==> src/rtl/spi_reg_ctrl_if.sv <==
// rtl/spi_reg_ctrl_if.sv - byte/transmit handshake between the SPI slave block and the register controller
interface spi_reg_ctrl_if;
    logic       spi_ssig;
    logic [7:0] spi_data;
    logic       spi_ce0;
    logic [7:0] tx_data;
    logic       tx_load;

    // SPI byte receiver side: delivers received bytes and chip enable, takes MISO bytes
    modport master (
        output spi_ssig,
        output spi_data,
        output spi_ce0,
        input  tx_data,
        input  tx_load
    );

    // Register controller side
    modport slave (
        input  spi_ssig,
        input  spi_data,
        input  spi_ce0,
        output tx_data,
        output tx_load
    );
endinterface

==> src/rtl/spi_reg_ctrl.sv <==
// rtl/spi_reg_ctrl.sv - SPI command sequencer driving a small burst-addressed register file
module spi_reg_ctrl #(
    parameter int         NUM_REGS = 4,
    parameter int         ADDR_W   = 2,
    parameter logic [7:0] OOR_READ = 8'hEE
) (
    input  logic                  clk,
    input  logic                  rst,
    spi_reg_ctrl_if.slave         spi,
    input  logic                  err_clr,
    output logic [NUM_REGS*8-1:0] reg_out,
    output logic [3:0]            led,
    output logic                  busy,
    output logic                  frame_err
);

    localparam logic [7:0]        NUM_REGS_B = 8'(NUM_REGS);
    localparam logic [ADDR_W-1:0] LAST_ADDR  = ADDR_W'(NUM_REGS - 1);

    typedef enum logic [1:0] {
        IDLE,
        CMD,
        WR,
        RD
    } state_t;

    state_t            state;
    logic [7:0]        regs [NUM_REGS];
    logic [ADDR_W-1:0] addr;
    logic              oor;

    logic              ssig_s1;
    logic              ssig_s2;
    logic              ssig_d;
    logic              ce_s1;
    logic              ce_s2;
    logic              cs_prev;

    logic              byte_stb;
    logic              cs_act;
    logic              cs_rise;
    logic              cs_fall;
    logic              cmd_oor;
    logic              set_err;
    logic [ADDR_W-1:0] cmd_addr;
    logic [ADDR_W-1:0] addr_inc;

    // Two-flop synchronisers for the sclk-domain strobe and the raw chip enable,
    // plus one extra stage of each for edge detection.
    always_ff @(posedge clk or posedge rst) begin
        if (rst) begin
            ssig_s1 <= 1'b0;
            ssig_s2 <= 1'b0;
            ssig_d  <= 1'b0;
            ce_s1   <= 1'b1;
            ce_s2   <= 1'b1;
            cs_prev <= 1'b0;
        end else begin
            ssig_s1 <= spi.spi_ssig;
            ssig_s2 <= ssig_s1;
            ssig_d  <= ssig_s2;
            ce_s1   <= spi.spi_ce0;
            ce_s2   <= ce_s1;
            cs_prev <= ~ce_s2;
        end
    end

    assign byte_stb = ssig_s2 & ~ssig_d;
    assign cs_act   = ~ce_s2;
    assign cs_rise  = cs_act & ~cs_prev;
    assign cs_fall  = ~cs_act & cs_prev;

    // Command byte decode: low bits select the start register, bits[6:0] decide range.
    assign cmd_addr = spi.spi_data[ADDR_W-1:0];
    assign cmd_oor  = ({1'b0, spi.spi_data[6:0]} >= NUM_REGS_B);
    assign addr_inc = (addr == LAST_ADDR) ? '0 : addr + ADDR_W'(1);

    // Error sources: a byte arriving with no frame open, or an out-of-range command.
    always_comb begin
        set_err = 1'b0;
        if (byte_stb) begin
            if (state == IDLE)
                set_err = 1'b1;
            else if (state == CMD && cmd_oor)
                set_err = 1'b1;
        end
    end

    // Frame sequencer: command decode, burst write/read, transmit loading and error flag.
    always_ff @(posedge clk or posedge rst) begin
        if (rst) begin
            state       <= IDLE;
            addr        <= '0;
            oor         <= 1'b0;
            spi.tx_data <= 8'h00;
            spi.tx_load <= 1'b0;
            frame_err   <= 1'b0;
            for (int i = 0; i < NUM_REGS; i++)
                regs[i] <= 8'h00;
        end else begin
            spi.tx_load <= 1'b0;

            if (set_err)
                frame_err <= 1'b1;
            else if (err_clr)
                frame_err <= 1'b0;

            case (state)
                IDLE: begin
                    if (cs_rise) begin
                        state <= CMD;
                        addr  <= '0;
                        oor   <= 1'b0;
                    end
                end
                CMD: begin
                    if (byte_stb) begin
                        addr <= cmd_addr;
                        oor  <= cmd_oor;
                        if (spi.spi_data[7]) begin
                            state <= WR;
                        end else begin
                            spi.tx_data <= cmd_oor ? OOR_READ : regs[cmd_addr];
                            spi.tx_load <= 1'b1;
                            state       <= RD;
                        end
                    end
                end
                WR: begin
                    if (byte_stb) begin
                        if (!oor)
                            regs[addr] <= spi.spi_data;
                        addr <= addr_inc;
                    end
                end
                RD: begin
                    if (byte_stb) begin
                        addr        <= addr_inc;
                        spi.tx_data <= oor ? OOR_READ : regs[addr_inc];
                        spi.tx_load <= 1'b1;
                    end
                end
                default: state <= IDLE;
            endcase

            // Chip enable release ends the frame; a byte landing in the same cycle
            // has already been handled above.
            if (cs_fall)
                state <= IDLE;
        end
    end

    // Flattened register view and LED drive
    for (genvar g = 0; g < NUM_REGS; g++) begin : g_reg_out
        assign reg_out[8*g +: 8] = regs[g];
    end

    assign led  = regs[0][3:0];
    assign busy = (state != IDLE);

endmodule

==> src/flat_wrapper.sv <==
// flat-port wrapper written by rule: the top's interface ports become plain ports
module spi_reg_ctrl_flat 
#(
    parameter int         NUM_REGS = 4,
    parameter int         ADDR_W   = 2,
    parameter logic [7:0] OOR_READ = 8'hEE
)
  (clk, rst, err_clr, reg_out, led, busy, frame_err, spi_spi_ssig, spi_spi_data, spi_spi_ce0, spi_tx_data, spi_tx_load);
  spi_reg_ctrl_if spi_i ();
  input  logic clk;
  input  logic rst;
  input  logic err_clr;
  output logic [NUM_REGS*8-1:0] reg_out;
  output logic [3:0] led;
  output logic busy;
  output logic frame_err;
  input wire logic [$bits(spi_i.spi_ssig)-1:0] spi_spi_ssig;
  input wire logic [$bits(spi_i.spi_data)-1:0] spi_spi_data;
  input wire logic [$bits(spi_i.spi_ce0)-1:0] spi_spi_ce0;
  output wire logic [$bits(spi_i.tx_data)-1:0] spi_tx_data;
  output wire logic [$bits(spi_i.tx_load)-1:0] spi_tx_load;
  assign spi_i.spi_ssig = spi_spi_ssig;
  assign spi_i.spi_data = spi_spi_data;
  assign spi_i.spi_ce0 = spi_spi_ce0;
  assign spi_tx_data = spi_i.tx_data;
  assign spi_tx_load = spi_i.tx_load;
  spi_reg_ctrl #(.NUM_REGS(NUM_REGS), .ADDR_W(ADDR_W), .OOR_READ(OOR_READ)) u_core (.clk(clk), .rst(rst), .spi(spi_i), .err_clr(err_clr), .reg_out(reg_out), .led(led), .busy(busy), .frame_err(frame_err));
endmodule
==> config.mk <==
export PLATFORM = sky130hd
export DESIGN_NAME = spi_reg_ctrl_flat
export DESIGN_NICKNAME = d
export VERILOG_FILES = /design/src/rtl/spi_reg_ctrl_if.sv /design/src/rtl/spi_reg_ctrl.sv /design/src/flat_wrapper.sv
export SDC_FILE = /design/constraint.sdc
export NUM_CORES = 1
export LEC_CHECK = 0
export CORE_MARGIN = 2
export CORE_UTILIZATION = 53
export CTS_CLUSTER_DIAMETER = 30
export DETAILED_ROUTE_END_ITERATION = 12
export HOLD_SLACK_MARGIN = 0.06
export PLACE_DENSITY = 0.84
export SYNTH_ARGS = -nofsm -noshare
export SYNTH_HDL_FRONTEND = slang
export SYNTH_SLANG_ARGS = --single-unit
export TNS_END_PERCENT = 5
==> constraint.sdc <==
create_clock -name clk -period 4.3 [get_ports clk]
set_input_delay 0.86 -clock clk [delete_from_list [all_inputs] [get_ports clk]]
set_output_delay 0.86 -clock clk [all_outputs]
set_load 0.01 [all_outputs]
==> metrics.log <==
INFO  metric status = finished, final reports clean
INFO  metric synthesis.area = 2540 sq um
INFO  metric drtAntennaViolNets = 0
INFO  metric design.core.area = 4660 sq um
INFO  metric rows = 25
INFO  metric placement.cell_area = 3130 sq um
INFO  metric crit_path_kind = in -> reg
INFO  metric power.share.sequential = 0.417
INFO  metric clk-insertion-delay-late = 0.31 ns
INFO  metric setup_viol = 0
INFO  metric number_of_antenna_violations_at_the_first_check_in_global_routing = 0
INFO  metric hold_violations = 0
INFO  metric area_growth = 26.4%
INFO  metric cell_internal_power_dissipation = 1.42 mW
INFO  metric min-delay-path-class = reg -> reg
INFO  metric grt_pass1_vias = 1657
INFO  metric yosysSeqAreaShare = 0.522
INFO  metric die-width = 73.3 um
INFO  metric yosys_most_used_dff = sky130_fd_sc_hd__dfrtp_1
INFO  metric drt-vias-per-instance = 5.68
INFO  metric netlist.top_cell.by_area = sky130_fd_sc_hd__dfrtp_1
INFO  metric number_of_buffers_inserted_during_clock_tree_synthesis = 5
INFO  metric final_util = 0.690
INFO  metric post_cts_resized = 0
INFO  metric detailroute.via_count = 1682
INFO  metric power.density_cell_area = 654 nW/um^2
INFO  metric whs = 0.359 ns
INFO  metric crit_fanout = 8
INFO  metric route.detailed.drc = 0
INFO  metric cts.hold.buffers_added = 0
INFO  metric final_area = 3210 sq um
INFO  metric async_s_r_ff_share_synth = 1.00
INFO  metric cts_setup_buffers = 0
INFO  metric max_slew.worst_pin.slew = 1.08 ns
INFO  metric clock_power_share = 0.136
INFO  metric tcrit_tclk_final = 0.602
INFO  metric detail_route.wirelength = 5.36 mm
INFO  metric netSwitchingFraction = 0.322
INFO  metric syn-instance-count = 189
INFO  metric fmax = 0.386 GHz
INFO  metric slew_headroom = 0.280
INFO  metric fin_worst_skew = 0.00831 ns
INFO  metric die_height = 73.3 um
INFO  metric initial_utilization = 0.546
INFO  metric wl_per_cell = 18.1 um
INFO  metric clock-root-buffer = sky130_fd_sc_hd__clkbuf_8
INFO  metric clock_sink_count = 53
INFO  metric drt_first_iter_violations = 107
INFO  metric worstSetupEndpointType = flop
INFO  metric critical_path_arrival = 2.79 ns
INFO  metric netlist-cell-type-count = 29
INFO  metric warnings_synthesis = 0
INFO  metric grt_remaining_overflow = 0
INFO  metric total_net_switching_power = 0.678 mW
INFO  metric finalCriticalPeriod = 2.59 ns
INFO  metric firstDrtPassIters = 4
INFO  metric layout.nets = 259
INFO  metric cts_buffer_depth = 2
INFO  metric power_frac_comb = 0.447
INFO  metric floorplan.die_area = 5370 sq um
INFO  metric syn-mean-instance-area = 13.5 sq um
INFO  metric synth_fp_nets = 206
INFO  metric synth.top_cell.area_share = 0.502
INFO  metric setup_ws = 1.71 ns
INFO  metric number_of_i_o_pins = 60
INFO  metric synth_seq_cells = 53
INFO  metric routabilityCongestion = 0.804
INFO  metric rsz0062_at_grt = false
INFO  metric worst_ep_required_time = 4.50 ns
INFO  metric timing.critical_path.from_type = input pin
INFO  metric cts.clk_slew.worst_paths = 0.09 ns
INFO  metric place_hpwl = 3.61 mm
INFO  metric grt_use_total = 0.225
INFO  metric dp_slack = 1.39 ns
INFO  metric worst_ir_drop_vdd = 0.372 mV
INFO  metric synth.area.top_cells = sky130_fd_sc_hd__dfrtp_1 50%, sky130_fd_sc_hd__mux4_2 14%, sky130_fd_sc_hd__mux2_1 7.1%
INFO  metric cts_tree = done
INFO  metric tns = 0 ns
INFO  metric final_layout_size_suffix_gt1_frac = 0.182
INFO  metric diodes = 0
INFO  metric cap_viol_max_count = 0
INFO  metric final_max_slew_viol_count = 0
INFO  metric clock_tree.htree_level_count = 2
INFO  metric power_leakage = 1.31 nW
INFO  metric port_buffers = 59
INFO  metric synth_edf_count = 0
INFO  metric grt_start_max_net_pins = 54
INFO  metric grt_first_pass_wirelength = 8.72 mm
-- cells in the mapped netlist, types with 4 or more instances --
cell type and count:
sky130_fd_sc_hd__inv_1 11, sky130_fd_sc_hd__dfrtp_1 51, sky130_fd_sc_hd__o22ai_1 8, sky130_fd_sc_hd__clkbuf_1 6, sky130_fd_sc_hd__mux2_1 16, sky130_fd_sc_hd__mux2_2 16
sky130_fd_sc_hd__nor2_1 20, sky130_fd_sc_hd__ha_1 4, sky130_fd_sc_hd__buf_4 4, sky130_fd_sc_hd__a21oi_1 5, sky130_fd_sc_hd__nand2_1 7, sky130_fd_sc_hd__nand2b_1 4
sky130_fd_sc_hd__mux4_2 16
-- routing by layer --
| layer | track usage | vias up | routed length (um) | share of wire |
|---|---|---|---|---|
| met4 | 0.0823 | 0 | 80 | 0.015 |
| met1 | 0.305 | 837 | 2320 | 0.43 |
| met5 | 0 | - | 0 | 0 |
| met3 | 0.0508 | 5 | 256 | 0.048 |
| li1 | - | 789 | - | - |
| met2 | 0.360 | 51 | 2700 | 0.50 |
-- stage by stage --
stage / total power [mW] / instances
finish: 2.10 / 296
global route: 2.22 / 296
CTS: 2.12 / 296
detailed placement: 1.83 / 289
global placement: 1.80 / 289
floorplan: 1.37 / 189
-- power by group through the flow --
stage	sequential (mW)	clock, mW	combinational (mW)
floorplan	0.900	0	0.465
global placement	0.874	0	0.928
detailed placement	0.885	0	0.948
CTS	0.875	0.291	0.952
global route	0.906	0.313	1.01
finish	0.876	0.286	0.941
-- layout make-up --
class                      instances  area [sq um]
fill                             337          1450
sequential                        53          1330
multi-input combinational        112          1100
timing repair buffer              59           591
clock buffer                       7          86.3
tap                               54          67.6
inverter                          11          41.3
-- flip-flops by register name (all words and copies together), names as in the netlist, 2 cells and up --
signal / count
u_core.addr: 2
u_core.spi.tx_data: 8
u_core.state: 2
u_core.led: 4
u_core.reg_out: 28
-- worst max-delay path, stage by stage --
cell	delay, ns
sky130_fd_sc_hd__clkdlybuf4s50_1	0.48
sky130_fd_sc_hd__or4_4	0.58
sky130_fd_sc_hd__or4_4	0.60
sky130_fd_sc_hd__o22ai_1	0.20
sky130_fd_sc_hd__nor2_1	0.07
-- path summary, 6_finish.rpt --
| kind | start | endpoint | slack [ns] | depth (start not counted) |
|---|---|---|---|---|
| min in group asynchronous | rst | u_core.reg_out[13] | 1.13 | 2 |
| max reg2reg | u_core.addr[0] | u_core.spi.tx_data[7] | 1.91 | 5 |
| max | spi_spi_data[6] | u_core.spi.tx_data[3] | 1.71 | 5 |
| min | u_core.ce_s1 | u_core.ce_s2 | 0.36 | 0 |
| min reg2reg | u_core.ce_s1 | u_core.ce_s2 | 0.36 | 0 |
| max in group asynchronous | rst | u_core.reg_out[10] | 2.50 | 2 |
-- layout by cell type, fill, tap and decap left out, drive strengths merged --
master         count
a211oi             1
a21oi              5
a221oi             1
and3               1
and4               1
clkbuf             7
clkdlybuf4s50     59
dfrtp             51
dfstp              2
ha                 4
inv               11
mux2              32
mux2i              1
mux4              16
nand2              7
nand2b             4
nand4              1
nor2              20
nor2b              1
o21ai              2
o221ai             2
o22a               1
o22ai              8
or2                1
or3b               1
or4                2
-- logic make-up after synthesis --
| logic type | Yosys count | share of synthesized area |
|---|---|---|
| muxes | 49 | 0.287 |
| and+or+nand+nor | 39 | 0.0753 |
| AOI/OAI and AO/OA | 20 | 0.0502 |
| DFF | 53 | 0.522 |
| buffers and inverters | 24 | 0.0453 |
| adders and majority gates | 4 | 0.0197 |
Note: power is estimated with default switching activity, not from simulation.
